<file path="config.mk">
export PLATFORM = sky130hd
export DESIGN_NAME = fil_delay_line
export DESIGN_NICKNAME = d
export VERILOG_FILES = /design/src/rtl/fil_pkg.sv /design/src/rtl/fil_tap_reg.sv /design/src/rtl/fil_delay_line.sv
export SDC_FILE = /design/constraint.sdc
export NUM_CORES = 1
export LEC_CHECK = 0
export CAP_MARGIN = 30
export CORE_UTILIZATION = 40
export DETAILED_ROUTE_END_ITERATION = 8
export PLACE_DENSITY = 0.82
export SYNTH_ARGS = -nofsm -noshare
export SYNTH_HDL_FRONTEND = slang
export SYNTH_HIERARCHICAL = 1
export SYNTH_SLANG_ARGS = --single-unit
</file>
<file path="constraint.sdc">
create_clock -name clk -period 1.16 [get_ports clk]
set_input_delay 0.29 -clock clk [delete_from_list [all_inputs] [get_ports clk]]
set_output_delay 0.29 -clock clk [all_outputs]
set_load 0.02 [all_outputs]
</file>
<file path="src/rtl/fil_pkg.sv">
// Shared constants and helpers for the equaliser filter delay line.
//   FIL_LARGO     : default sample MSB index (25-bit samples)
//   FIL_DEPTH_MAX : largest supported tap count
//   fil_tap_lo    : low bit index of tap k inside a flattened tap bus
package fil_pkg;

  localparam int FIL_LARGO     = 24;
  localparam int FIL_DEPTH_MAX = 64;

  // Tap k occupies [(k+1)*w-1 : k*w]; tap 0 (newest) sits at the LSBs.
  function automatic int fil_tap_lo(input int k, input int w);
    return k * w;
  endfunction

endpackage

</file>
<file path="src/rtl/fil_tap_reg.sv">
// One sample register of the delay line.
//   clk    : rising-edge clock
//   rst    : asynchronous active-low reset, clears the register
//   clr    : synchronous flush to zero (wins over en)
//   en     : load d_i on this edge
//   d_i    : incoming sample (from data input or previous tap)
//   q_o    : registered sample
module fil_tap_reg #(
  parameter int W = 25
) (
  input  logic         clk,
  input  logic         rst,
  input  logic         clr,
  input  logic         en,
  input  logic [W-1:0] d_i,
  output logic [W-1:0] q_o
);

  logic [W-1:0] data_d, data_q;

  always_comb begin
    data_d = data_q;
    if (clr)     data_d = '0;
    else if (en) data_d = d_i;
  end

  always_ff @(posedge clk or negedge rst) begin
    if (!rst) data_q <= '0;
    else      data_q <= data_d;
  end

  assign q_o = data_q;

endmodule

</file>
<file path="src/rtl/fil_delay_line.sv">
// Multi-tap sample delay line feeding the FIR/IIR MAC stages.
// Holds the last DEPTH samples, shifting only on the en strobe.
//   clk    : rising-edge clock
//   rst    : asynchronous active-low reset
//   clr    : synchronous flush of taps and fill count (wins over en)
//   en     : sample strobe, one shift per high cycle
//   data_i : new sample, two's complement, LARGO+1 bits
//   data_o : oldest tap (tap DEPTH-1)
//   taps_o : all taps flattened, tap 0 (newest) at the LSBs
//   fill_o : number of valid samples held, saturates at DEPTH
//   full_o : fill_o == DEPTH
module fil_delay_line
  import fil_pkg::*;
#(
  parameter  int LARGO = FIL_LARGO,
  parameter  int DEPTH = 4,
  localparam int CW    = $clog2(DEPTH + 1)
) (
  input  logic                       clk,
  input  logic                       rst,
  input  logic                       clr,
  input  logic                       en,
  input  logic [LARGO:0]             data_i,
  output logic [LARGO:0]             data_o,
  output logic [(LARGO+1)*DEPTH-1:0] taps_o,
  output logic [CW-1:0]              fill_o,
  output logic                       full_o
);

  localparam int            W       = LARGO + 1;
  localparam logic [CW-1:0] DEPTH_C = CW'(DEPTH);

  logic [DEPTH-1:0][W-1:0] tap_q;

  // Tap chain: tap 0 loads the input, tap k loads tap k-1.
  for (genvar k = 0; k < DEPTH; k++) begin : g_tap
    if (k == 0) begin : g_head
      fil_tap_reg #(.W(W)) u_tap (
        .clk (clk),
        .rst (rst),
        .clr (clr),
        .en  (en),
        .d_i (data_i),
        .q_o (tap_q[k])
      );
    end else begin : g_body
      fil_tap_reg #(.W(W)) u_tap (
        .clk (clk),
        .rst (rst),
        .clr (clr),
        .en  (en),
        .d_i (tap_q[k-1]),
        .q_o (tap_q[k])
      );
    end
    assign taps_o[fil_tap_lo(k, W) +: W] = tap_q[k];
  end

  assign data_o = tap_q[DEPTH-1];

  // Fill counter: counts enabled shifts since reset/flush, saturating
  // at DEPTH so downstream sees "primed" without wrap-around.
  logic [CW-1:0] fill_d, fill_q;

  always_comb begin
    fill_d = fill_q;
    if (clr)                          fill_d = '0;
    else if (en && fill_q != DEPTH_C) fill_d = fill_q + CW'(1);
  end

  always_ff @(posedge clk or negedge rst) begin
    if (!rst) fill_q <= '0;
    else      fill_q <= fill_d;
  end

  assign fill_o = fill_q;
  assign full_o = (fill_q == DEPTH_C);

endmodule

</file>
After elaboration in Yosys (flattened, before gate mapping)
Index checks and enable logic that the tools add are counted.

Register bits after elaboration: 103. Logic and storage cells: 21.

Add/sub/neg operators: 1. Equality and inequality tests: 2. Muxes and demuxes: 10. Reductions and logical operators: 3.

Operator list (count): 2-to-1 mux 25 bit (8); 2-to-1 mux 3 bit (2); nonzero test 2 bit (2); adder 3 x 1 -> 3 bit, second input constant (1); equality test 3 bit, second input constant (1); inequality test 3 bit, second input constant (1); logical AND 1 bit (1).

Logic depth before layout (Yosys ltp)
Depth after elaboration: 4. Mapped depth: 4. Depth with buffers taken out: 4.

By module
The synthesis kept the hierarchy.

By module, submodules not included: fil_tap_reg (times used 4, cells an instance 81, area each 1034.7 sq um, seq. area each 625.6 sq um); fil_delay_line (times used 1, cells an instance 43, area each 385.4 sq um, seq. area each 75.1 sq um).

Worst setup path before layout
Ideal clock, no wire load.

Path type: register to register. From: register fill_q[0] (netlist: fill_o[0]). To: register fill_q[0] (netlist: fill_o[0]). Library setup time: 0.125 ns. Data arrival time: 1.252 ns. Required time: 1.035 ns. Slack: -0.217 ns. Stages on the path, launching flop included: 5. Path buffers: 0. Path through: dfrtp_1 > inv_1 > ha_1 > a21boi_2 > mux2_4.

Cells in the longest elaborated chain, start to end: 3. Elaborated cells on any way between the ends: 6.

Ends and longest elaborated chain: from (decl) (RTL line fil_delay_line.sv:63) `logic [CW-1:0] fill_d, fill_q;`; from (signal assigned) (RTL line fil_delay_line.sv:73) `else fill_q <= fill_d;`; adder 3 x 1 -> 3 bit or inequality test 3 bit (tied branches) (RTL line fil_delay_line.sv:68) `else if (en && fill_q != DEPTH_C) fill_d = fill_q + CW'(1);`; 2-to-1 mux 3 bit or logical AND 1 bit (tied branches) (RTL line fil_delay_line.sv:68); 2-to-1 mux 3 bit or nonzero test 2 bit (tied branches).

Several ways; a longest one is shown, not always the timed one. The select of a mux whose other input is x is not followed. A chain may end at the register's enable or synchronous reset.

Worst setup path in the final report
From: register fill_q[1] (netlist: fill_o[1]). To: output full_o.

Cells in the longest elaborated chain, start to end: 1.

Ends and longest elaborated chain: equality test 3 bit (RTL line fil_delay_line.sv:77) `assign full_o = (fill_q == DEPTH_C);`; to (decl) (RTL line fil_delay_line.sv:27) `output logic full_o`.

Every way passes these cells.

==> flow_summary.ini <==
[clock_tree]
path_clk_slew_ns = 0.07
clock_sinks = 103
clk_latency_ns = 0.34
clock-root-buffer = clkbuf_16
clockBufferDepth = 2
htreeDepth = 3
numCtsBuffers = 9
cts_tree = yes

[critical_path]
cp.arrival_ns = 1.18
rr_worst_depth = 5
r2r_slack_ns = -0.13
crit_type = reg2out
start_kind = flop
crit_fanout = 2
end_kind = output pin
worst_ep_required_time_ns = 0.87

[sta]
timing.fmax_mhz = 680.3
rsz0062_at_grt = yes
min_period_ns = 1.470
setup_violations = 89
timing.final.crit_share = 1.267
tightest_slew_ns = 0.2885
drv_slew = 0
hold_viol = 0
layout_setup_ws_ns = -0.3099
whs_ns = 0.2038
finClkSkew_ns = 0.004800
slew_headroom = 0.8077

[die]
num_rows = 38
die_w_um = 108.4
dieArea_mm2 = 0.01174
io_pins = 158
die_h_um = 108.4
start_util = 0.4137
coreArea_mm2 = 0.01094

[global_routing]
grt_max_degree = 59
grt_pass1_vias = 3690
grt-ovfl-total = 0
antenna_found_initial = 0
grt_pass1_wl_um = 18620
grt_use_total = 0.2077

[synth]
synth-seq-cells = 103
synth_cell_type_count = 18
synth.avg_cell_area_um2 = 12.33
ys_warn_count = 6
syn-instance-count = 367
synth-seq-area-share = 0.5697
synth_area_mm2 = 0.004524
synth_fp_nets = 398

[layout]
final_common_cell = buf_4
antenna_cells = 0
drive_gt1_frac = 0.4806
instances_no_fill = 785
layout_common_cells = buf_4 (147), buf_6 (130), nor2_1 (101), mux2i_1 (101), dfrtp_1 (100)
fin_util = 0.6887
final_net_count = 671
area_growth_pct = 66.45

[place]
port_buffers = 157
dp_cells = 708
place_congestion = 0.7520
pre_cts_slack_ns = -0.4225
dp_hpwl_um = 8041

[drt]
drt_wl_total_um = 12140
via_per_inst = 4.662
vias = 3660
drtPass1Iterations = 4
ant_nets = 0
drc_errors = 0
drtIter0Drc = 157
wl_per_cell_um = 15.47

[min_path]
hp-class = in2reg
whs_path_depth = 2

[job]
maxCapViolCount = 0

[pwr]
p_total_w = 0.007843
p_per_area_mw_per_mm2 = 1041
p_leak_nw = 4.087
ir_worst_vdd_v = 0.0006863

[outcome]
violations = setup timing
status = finished with violations
==> cell families after synthesis <==
kind of cell,synth area share
buf+inv,0.1007
fa+ha+maj,0.005530
compound gates,0.003594
mux,0.2268
simple gates,0.09375
flops,0.5697
==> stage by stage <==
stage	cell area, um2	TNS (ns)
floorplan	4541	-0.07595
global placement	6621	-11.11
CTS	7194	-3.965
finish	7531	-2.862
detailed placement	6621	-12.08
global route	7531	-6.867
==> state kept, by name, indices dropped and copies added (netlist names) <==
name,count
g_tap.g_body.u_tap/q_o,75
g_tap.g_head.u_tap/q_o,25
fill_o,3
==> report_power, final <==
part           leakage [nW]  internal [W]  total (W)  switching [W]
combinational          2.56      0.000703    0.00132       0.000617
clock                 0.118       0.00145    0.00274        0.00129
sequential             1.41       0.00370    0.00378      0.0000846
total                  4.09       0.00585    0.00784        0.00199
==> routing by layer <==
metal	GRT usage	vias to the layer above	routed length, um
met3	0.04099	22	516
met2	0.3517	104	6242
li1	-	1737	-
met1	0.2614	1797	5113
met4	0.08108	0	269
met5	0	-	0
==> worst max-delay path, cell delays in order, from the launching register on <==
cell	delay (ns)
dfrtp_2	0.41
inv_2	0.07
ha_4	0.13
and2_4	0.13
buf_6	0.10
==> synth_stat cells <==
cell type | count | area [um2]
ha_1 | 2 | 25.02
nor2b_1 | 1 | 6.260
and2_1 | 1 | 6.260
and4b_1 | 1 | 10.01
dfrtp_1 | 103 | 2577
inv_1 | 2 | 7.510
a21oi_1 | 1 | 5.000
nor2_1 | 101 | 379.1
buf_12 | 8 | 160.2
buf_1 | 4 | 15.01
buf_4 | 25 | 187.7
a21boi_2 | 1 | 11.26
mux2i_1 | 101 | 1011
buf_2 | 8 | 40.04
buf_6 | 4 | 45.04
mux2_4 | 1 | 15.01
nand2b_1 | 2 | 12.51
nor3_2 | 1 | 10.01
==> worst paths after layout <==
kind / startpoint / end
worst max-delay path: fill_o[1] / full_o
worst min-delay path: clr / g_tap[3].g_body.u_tap/q_o[23]
worst max register to register: fill_o[0] / fill_o[0]
worst min register to register: g_tap[3].g_body.u_tap/q_o[17] / g_tap[3].g_body.u_tap/q_o[17]
max in group asynchronous: rst / fill_o[0]
min in group asynchronous: rst / g_tap[3].g_body.u_tap/q_o[6]
==> repair_timing <==
item,4_1_cts,5_1_grt
buffers inserted,32,31
setup endpoints to repair,131,132
hold buffers,1,0
hold endpoints to repair,4,0
pin swaps,3,2
resized for setup,737,42
==> final cells by class <==
| type | count | area (um2) |
|---|---|---|
| inverter | 2 | 7.507 |
| tap | 140 | 175.2 |
| timing repair buffer | 311 | 2973 |
| multi-input combinational | 213 | 1526 |
| clock inverter | 5 | 35.03 |
| fill | 768 | 3405 |
| clock buffer | 11 | 232.7 |
| sequential | 103 | 2581 |
No activity file was read; power rests on OpenSTA's default activity.
